<file path="src/rtl/fetch_pkg.sv">
// Shared types and constants for the LEGv8 fetch queue.
package fetch_pkg;

  localparam int PC_STEP      = 4;
  localparam int FQ_DEPTH_DEF = 4;

  typedef struct packed {
    logic [63:0] pc;
    logic [31:0] instr;
  } fetch_entry_t;

endpackage

</file>
<file path="src/rtl/fetch_queue_if.sv">
// Fetch-side bundle: instruction-memory port, branch redirect and decode handshake.
interface fetch_queue_if #(
  parameter int N = 64
);

  logic [N-1:0] IM_addr;
  logic [31:0]  IM_readData;
  logic         redirect;
  logic [N-1:0] PCBranch;
  logic [31:0]  instr_out;
  logic [N-1:0] pc_out;
  logic         valid_out;
  logic         ready_in;

  modport master (
    output IM_addr,
    input  IM_readData,
    input  redirect,
    input  PCBranch,
    output instr_out,
    output pc_out,
    output valid_out,
    input  ready_in
  );

  modport slave (
    input  IM_addr,
    output IM_readData,
    output redirect,
    output PCBranch,
    input  instr_out,
    input  pc_out,
    input  valid_out,
    output ready_in
  );

endinterface

</file>
<file path="src/rtl/fetch_fifo.sv">
// DEPTH-entry circular queue of {pc, instr}; head output gated to zero while empty.
module fetch_fifo
  import fetch_pkg::*;
#(
  parameter int DEPTH = FQ_DEPTH_DEF
) (
  input  logic         clk,
  input  logic         reset,
  input  logic         push,
  input  logic         pop,
  input  logic         flush,
  input  fetch_entry_t wr_entry,
  output fetch_entry_t rd_entry,
  output logic         valid,
  output logic         full
);

  localparam int AW = $clog2(DEPTH);

  fetch_entry_t  mem [DEPTH];
  logic [AW-1:0] head;
  logic [AW-1:0] tail;
  logic [AW:0]   count;

  // Pointers wrap naturally because DEPTH is a power of two.
  always_ff @(posedge clk) begin
    if (!reset) begin
      head  <= '0;
      tail  <= '0;
      count <= '0;
    end else if (flush) begin
      head  <= '0;
      tail  <= '0;
      count <= '0;
    end else begin
      if (push) tail <= tail + 1'b1;
      if (pop)  head <= head + 1'b1;
      count <= count + (AW+1)'(push) - (AW+1)'(pop);
    end
  end

  always_ff @(posedge clk) begin
    if (reset && !flush && push) mem[tail] <= wr_entry;
  end

  assign valid    = (count != '0);
  assign full     = (count == (AW+1)'(DEPTH));
  assign rd_entry = valid ? mem[head] : '0;

endmodule

</file>
<file path="src/rtl/fetch_queue.sv">
// LEGv8 fetch stage: PC register, imem addressing, redirect/push/pop arbitration.
// Optional perf counters are built when FETCH_PERF_EN is defined.
module fetch_queue
  import fetch_pkg::*;
#(
  parameter int N     = 64,
  parameter int DEPTH = FQ_DEPTH_DEF
) (
  input  logic                 clk,
  input  logic                 reset,
  fetch_queue_if.master        fq,
  output logic [31:0]          fetch_cnt,
  output logic [31:0]          flush_cnt
);

  logic [N-1:0] pc_p0;
  logic         push;
  logic         pop;
  logic         full;
  logic         vld_p1;
  fetch_entry_t wr_entry_p0;
  fetch_entry_t rd_entry_p1;

  assign pop  = vld_p1 & fq.ready_in & ~fq.redirect;
  assign push = ~fq.redirect & (~full | pop);

  always_ff @(posedge clk) begin
    if (!reset)           pc_p0 <= '0;
    else if (fq.redirect) pc_p0 <= fq.PCBranch;
    else if (push)        pc_p0 <= pc_p0 + N'(PC_STEP);
  end

  assign fq.IM_addr        = pc_p0;
  assign wr_entry_p0.pc    = 64'(pc_p0);
  assign wr_entry_p0.instr = fq.IM_readData;

  // Queue boundary: everything downstream is registered state.
  fetch_fifo #(
    .DEPTH (DEPTH)
  ) u_fifo (
    .clk      (clk),
    .reset    (reset),
    .push     (push),
    .pop      (pop),
    .flush    (fq.redirect),
    .wr_entry (wr_entry_p0),
    .rd_entry (rd_entry_p1),
    .valid    (vld_p1),
    .full     (full)
  );

  assign fq.instr_out = rd_entry_p1.instr;
  assign fq.pc_out    = rd_entry_p1.pc[N-1:0];
  assign fq.valid_out = vld_p1;

`ifdef FETCH_PERF_EN
  logic [31:0] fetch_cnt_q;
  logic [31:0] flush_cnt_q;

  always_ff @(posedge clk) begin
    if (!reset) begin
      fetch_cnt_q <= '0;
      flush_cnt_q <= '0;
    end else begin
      if (push && fetch_cnt_q != '1)        fetch_cnt_q <= fetch_cnt_q + 32'd1;
      if (fq.redirect && flush_cnt_q != '1) flush_cnt_q <= flush_cnt_q + 32'd1;
    end
  end

  assign fetch_cnt = fetch_cnt_q;
  assign flush_cnt = flush_cnt_q;
`else
  assign fetch_cnt = '0;
  assign flush_cnt = '0;
`endif

endmodule

</file>
<file path="src/flat_wrapper.sv">
// flat-port wrapper written by rule: the top's interface ports become plain ports
module fetch_queue_flat import fetch_pkg::*;
#(
  parameter int N     = 64,
  parameter int DEPTH = FQ_DEPTH_DEF
)
  (clk, reset, fetch_cnt, flush_cnt, fq_IM_addr, fq_IM_readData, fq_redirect, fq_PCBranch, fq_instr_out, fq_pc_out, fq_valid_out, fq_ready_in);
  fetch_queue_if #(.N(N)) fq_i ();
  input  logic clk;
  input  logic reset;
  output logic [31:0] fetch_cnt;
  output logic [31:0] flush_cnt;
  output wire logic [$bits(fq_i.IM_addr)-1:0] fq_IM_addr;
  input wire logic [$bits(fq_i.IM_readData)-1:0] fq_IM_readData;
  input wire logic [$bits(fq_i.redirect)-1:0] fq_redirect;
  input wire logic [$bits(fq_i.PCBranch)-1:0] fq_PCBranch;
  output wire logic [$bits(fq_i.instr_out)-1:0] fq_instr_out;
  output wire logic [$bits(fq_i.pc_out)-1:0] fq_pc_out;
  output wire logic [$bits(fq_i.valid_out)-1:0] fq_valid_out;
  input wire logic [$bits(fq_i.ready_in)-1:0] fq_ready_in;
  assign fq_IM_addr = fq_i.IM_addr;
  assign fq_i.IM_readData = fq_IM_readData;
  assign fq_i.redirect = fq_redirect;
  assign fq_i.PCBranch = fq_PCBranch;
  assign fq_instr_out = fq_i.instr_out;
  assign fq_pc_out = fq_i.pc_out;
  assign fq_valid_out = fq_i.valid_out;
  assign fq_i.ready_in = fq_ready_in;
  fetch_queue #(.N(N), .DEPTH(DEPTH)) u_core (.clk(clk), .reset(reset), .fq(fq_i), .fetch_cnt(fetch_cnt), .flush_cnt(flush_cnt));
endmodule
</file>
<file path="config.mk">
export PLATFORM = sky130hd
export DESIGN_NAME = fetch_queue_flat
export DESIGN_NICKNAME = d
export VERILOG_FILES = /design/src/rtl/fetch_pkg.sv /design/src/rtl/fetch_queue_if.sv /design/src/rtl/fetch_fifo.sv /design/src/rtl/fetch_queue.sv /design/src/flat_wrapper.sv
export SDC_FILE = /design/constraint.sdc
export NUM_CORES = 1
export LEC_CHECK = 0
export ABC_AREA = 1
export CAP_MARGIN = 20
export CORE_MARGIN = 5
export CORE_UTILIZATION = 49
export DETAILED_ROUTE_END_ITERATION = 8
export HOLD_SLACK_MARGIN = 0.12
export PLACE_DENSITY = 0.79
export SLEW_MARGIN = 25
export SYNTH_ARGS = -nofsm -noshare
export SYNTH_HDL_FRONTEND = slang
export SYNTH_SLANG_ARGS = --single-unit
</file>
<file path="constraint.sdc">
create_clock -name clk -period 7.6 [get_ports clk]
set_input_delay 2.28 -clock clk [delete_from_list [all_inputs] [get_ports clk]]
set_output_delay 2.28 -clock clk [all_outputs]
set_load 0.01 [all_outputs]
</file>
# ---- Word level (Yosys, flattened, before mapping)
# Memories as Yosys holds them, arrays and structs flattened. A register that Yosys moved wholly into a read port is not among the register bits.
# Index checks and enable logic that the tools add are counted.
dict set report op_classes {
  add_sub_neg 5
  mul 0
  div_mod_pow 0
  n_lt_le_gt_ge 0
  eq_ne 1
  n_shift 0
  mux 7
  bitwise 7
  n_reduce_logical 6
}
# operator n
set ops {}
lappend ops {{2-to-1 mux 64 bit} 2}
lappend ops {{2-to-1 mux 96 bit} 1}
lappend ops {{adder 64 x 3 -> 64 bit, second input constant} 1}
lappend ops {{adder 2 x 1 -> 2 bit, second input constant} 2}
lappend ops {{2-to-1 mux 2 bit} 2}
lappend ops {{adder 3 x 1 -> 3 bit} 1}
lappend ops {{AND 1 bit} 3}
lappend ops {{equality test 3 bit, second input constant} 1}
lappend ops {{NOT 1 bit} 3}
lappend ops {{nonzero test 3 bit} 1}
lappend ops {{subtractor 3 x 1 -> 3 bit} 1}
lappend ops {{logical AND 1 bit} 2}
lappend ops {{2-to-1 mux 1 bit} 2}
lappend ops {{nonzero test 2 bit} 1}
lappend ops {{OR reduction 2 bit} 1}
lappend ops {{zero test 1 bit} 1}
lappend ops {{OR 1 bit} 1}
dict set report totals {
  reg_bits 71
  latch_bits 0
  ram_bits 384
  mem_bits_ro 0
  inputBits 100
  output_inout_bits 225
  word_cells 31
  n_memories 1
}
# name depth width rd rd_clocked_by_memory_dff write_ports line_no
set memory_table {}
lappend memory_table {u_core.u_fifo.mem 4 96 1 1 1 fetch_fifo.sv:20} ;# fetch_entry_t mem [DEPTH];

# ---- Depth between registers and ports, before layout
dict set report depth {
  depth_word 8
  depth_mapped 12
}

# ---- Hierarchy
# From an unflattened synthesis, not the netlist that was laid out.
dict set report unflattened {
  hier_cells 2462
  area_unflattened_um2 22181.3
}
# mod instances cells_per_inst area_per_inst_um2 seq_area_each_um2
set modules_own_cells {}
lappend modules_own_cells {fetch_fifo 1 1575 16697.3 11711.2}
lappend modules_own_cells {fetch_queue 1 887 5484.0 1281.2}

# ---- Worst setup path after synthesis
# OpenSTA, ideal clock, no wires.
dict set report synth_timing {
  kind {input port to flip-flop}
  start {input port fq_redirect}
  end {memory u_core.u_fifo.mem[0][0] (netlist name), enable pin}
  arrival_time_ns 6.785
  required_ns 7.048
  setup_slack_ns 0.263
  stages 4
  path_buffers 1
  path_cell_list {buf_2 nor2_2 nand2_2 nor2_1}
}
dict set report synth_between {
  elab_chain_cells 7
  elab_cells_between_ends 9
  classes_between {mux (2); bitwise (4); reduce/logical (3)}
}
# item line_no
set synth_rtl {}
lappend synth_rtl {{start: declaration} flat_wrapper.sv:15} ;# input wire logic [$bits(fq_i.redirect)-1:0] fq_redirect;
lappend synth_rtl {{NOT 1 bit} {fetch_queue.sv:24, fetch_queue.sv:25}}
lappend synth_rtl {{AND 1 bit} fetch_queue.sv:24} ;# assign pop = vld_p1 & fq.ready_in & ~fq.redirect;
lappend synth_rtl {{OR 1 bit} fetch_queue.sv:25} ;# assign push = ~fq.redirect & (~full | pop);
lappend synth_rtl {{AND 1 bit} fetch_queue.sv:25}
lappend synth_rtl {{logical AND 1 bit *} fetch_fifo.sv:43} ;# if (reset && !flush && push) mem[tail] <= wr_entry;
lappend synth_rtl {{2-to-1 mux 1 bit *} fetch_fifo.sv:43}
lappend synth_rtl {{2-to-1 mux 1 bit (implied by the code) *} fetch_fifo.sv:43}
lappend synth_rtl {{end: declaration} fetch_fifo.sv:20}
# Every way passes the cells marked *; elsewhere a longest branch is shown, timed or not.

==> run summary <==
status: finished, final reports clean
# resized after CTS: 0
synthesis-to-layout area growth: 21.34%
Die Y: 213.9 um
drt pass-1 iters: 7
Tot GR Track Use: 0.2453
drt drc: 0
Port Buffer Count: 260
design area: 24710 um2
Syn Inst Count: 2020
Starting Density: 0.4966
CTS tree: built
Max Cap Violations: 0
DR WL/cell: 20.33 um
clock power share: 0.401
DPL Wire Length: 37100 um
Slowest-stage cell, CP: dfxtp_4
Fin Setup TNS: 0 ps
required time of the critical path: 5320 ps
logic gate share of total power: 0.081
Worst EP arrival: 3630 ps
clock tree buffer depth: 3
postcts setup bufs: 0
IO Pins: 325
CTS buffer count: 47
Ys Warns: 0
Total Wirelength: 57580 um
Synth Flop Type: edfxtp_1
Rows: 74
iteration-0 DRC count of the detailed router: 1689
Layout Skew: 28.50 ps
Synth Cell Area: 20370 um2
reg-to-reg setup timing slack: 4450 ps
P_leak: 8.765 nW
FF-to-FF Start: u_core.u_fifo.count[2]$_SDFF_PP0_
Sequential Power Share: 0.518
clk slew on worst S/H paths: 60 ps
Worst path top cell family by delay: buffers and inverters
sequential area share after synthesis: 0.6379
Netlist cell types: 47
startpoint types: flip-flop
Max rail drop VDD: 0.1341 mV
Net Sw Frac: 0.2330
share of cells above drive strength 1: 0.07065
Layout fillers: 3264
via count: 15680
crit path capture type: primary output
Clock Latency Late Sink: 590 ps
total grt overflow: 0
syn avg cell area: 10.08 um2
first-pass GRT wire length: 86800 um
H-tree Lvls: 2
Worst path depth: 6
CP Capture Point: fq_pc_out[12]
buffers and inverters on the worst path: 3
Core Footprint: 41020 um2
root buffer cell: clkbuf_16
Fmax: 0.1691 GHz
multi-input logic area: 6296 um2
DR vias/cell: 5.534
Hold Path Class: reg2reg
pwr dens: 224.3 nW/um2
Antenna Nets Post-Route: 0
CP Max Fanout: 70
Final Setup Violations: 0
pin count of the biggest net entering global routing: 71
FF+latch area: 13000 um2
Crit Path Category: reg2out
Max Slew Vio Count: 0
ratio of final minimum period to clock period: 0.7780
# clock sinks: 457
final-stage net count: 2363
Cell Int Power: 0.004252 W
flops & latches, synth: 457
hold_buf cts: 0
EDFF count, synth: 384
worst-case reg-to-reg path depth: 11
initial antenna violation count: 7
RD Place Congestion: 0.9626
post-synthesis async set-or-reset flop share: 0
RSZ-0062 raised after global routing: false
die area: 45740 um2
Final Hold Fails: 0
Worst Tran Pin Value: 963.6 ps
r2r endpoint: u_core.u_fifo.count[2]$_SDFF_PP0_
crit-path max cell delay: 680 ps
most common cell after layout, fill and taps aside: nor2_1
crit path cell chain: clkinv_2 -> buf_4 -> nor2_1 -> o21ai_0 -> a21oi_1 -> clkdlybuf4s50_1
vias in the first global route: 15360
placed cell area: 23210 um2
P_sw: 0.001292 W
Slew headroom: 0.3561
most frequent cells in the layout: nor2_1 (478), edfxtp_1 (384), clkdlybuf4s50_1 (259), nand2_1 (230), o21ai_0 (220)
Die Span X: 213.9 um
fin crit period: 5913 ps
[worst min-delay path by stage]
stage	from	to	cells after the start
detailed placement	u_core.u_fifo.head[1]$_SDFFE_PP0N_	flip-flop	2
floorplan	u_core.u_fifo.head[1]$_SDFFE_PP0N_	flip-flop	2
global route	u_core.u_fifo.head[1]$_SDFFE_PP0N_	flip-flop	2
global placement	u_core.u_fifo.head[1]$_SDFFE_PP0N_	flip-flop	2
finish	u_core.u_fifo.head[1]$_SDFFE_PP0N_	flip-flop	2
CTS	u_core.u_fifo.head[1]$_SDFFE_PP0N_	flip-flop	2
[synth_stat cells, drive strengths merged (2+ instances only)]
cell type,number,area (um2)
ha,7,87.58
o211ai,5,37.54
nand3b,4,30.03
o21ai,227,1136
nor2,504,2006
nand4,16,100.1
o22ai,7,43.79
inv,110,412.9
a31oi,7,43.79
xnor2,5,43.79
xor2,9,78.83
edfxtp,384,11530
and2,2,12.51
o221ai,4,35.03
o21bai,6,45.04
clkbuf,53,219.0
nand3,73,415.4
nor3,25,150.1
o2bb2ai,3,26.28
nor4,2,12.51
a21oi,115,579.3
clkinv,3,11.26
nand2,239,929.6
dfxtp,73,1461
buf,110,708.2
a22oi,21,157.7
[tightest hold or removal path: cells and delay by family, from the launching register on]
| family | cells | cell delay (ps) |
|---|---|---|
| flip-flops | 1 | 290 |
| AO/OA/AOI/OAI | 1 | 70 |
| buffers and inverters | 1 | 60 |
[cell families after synthesis]
| group | Yosys count | share of synthesized area |
|---|---|---|
| AOI/OAI and AO/OA | 397 | 0.1041 |
| xor gates and xnor gates | 14 | 0.006021 |
| adders and majority gates | 8 | 0.005283 |
| buffers and inverters | 276 | 0.06635 |
| DFF | 457 | 0.6379 |
| other | 1 | 0.0001841 |
| and+or+nand+nor | 867 | 0.1801 |
[state kept, by name, summed over array words and instances (netlist names), named ones only]
name	cells
u_core.u_fifo.head	2
u_core.u_fifo.mem	384
u_core.u_fifo.tail	2
u_core.u_fifo.count	3
u_core.fq.IM_addr	64
[power groups by stage]
stage	sequential, W	clock (W)	combinational [W]
final	0.00287	0.00222	0.000449
after global routing	0.00288	0.00236	0.000488
after CTS	0.00287	0.00225	0.000448
after detailed placement	0.00292	0	0.000445
after global placement	0.00292	0	0.000437
after floorplan	0.00291	0	0.000219
[final cells by class]
class / instances / area share
flip-flops and latches: 457 / 0.5260
inverters: 113 / 0.01731
multi-input cells: 1350 / 0.2548
clock inverters: 26 / 0.008354
repair buffers: 286 / 0.1140
clock buffers: 61 / 0.05179
well taps: 532 / 0.02693
diodes: 8 / 0.0008100
[layer usage]
metal	vias to the layer above	GRT usage	wire length, um
li1	7269	-	-
met1	7532	0.3233	23120
met2	762	0.4124	28250
met3	115	0.03526	4304
met4	0	0.09956	1914
met5	-	0	0
[metrics by stage]
| step | total power [W] | util | hold WS, ps | setup slack [ps] | cells |
|---|---|---|---|---|---|
| after floorplan | 0.003124 | - | 435.6 | 262.8 | 2083 |
| after global placement | 0.003358 | 0.5658 | 436.9 | 2081 | 2738 |
| after detailed placement | 0.003370 | 0.5658 | 454.1 | 2073 | 2738 |
| after CTS | 0.005574 | 0.6020 | 464.6 | 1606 | 2825 |
| after global routing | 0.005728 | 0.6025 | 500.4 | 1479 | 2832 |
| final | 0.005543 | 0.6025 | 467.9 | 1687 | 2833 |
No activity file was read; power rests on OpenSTA's default activity.
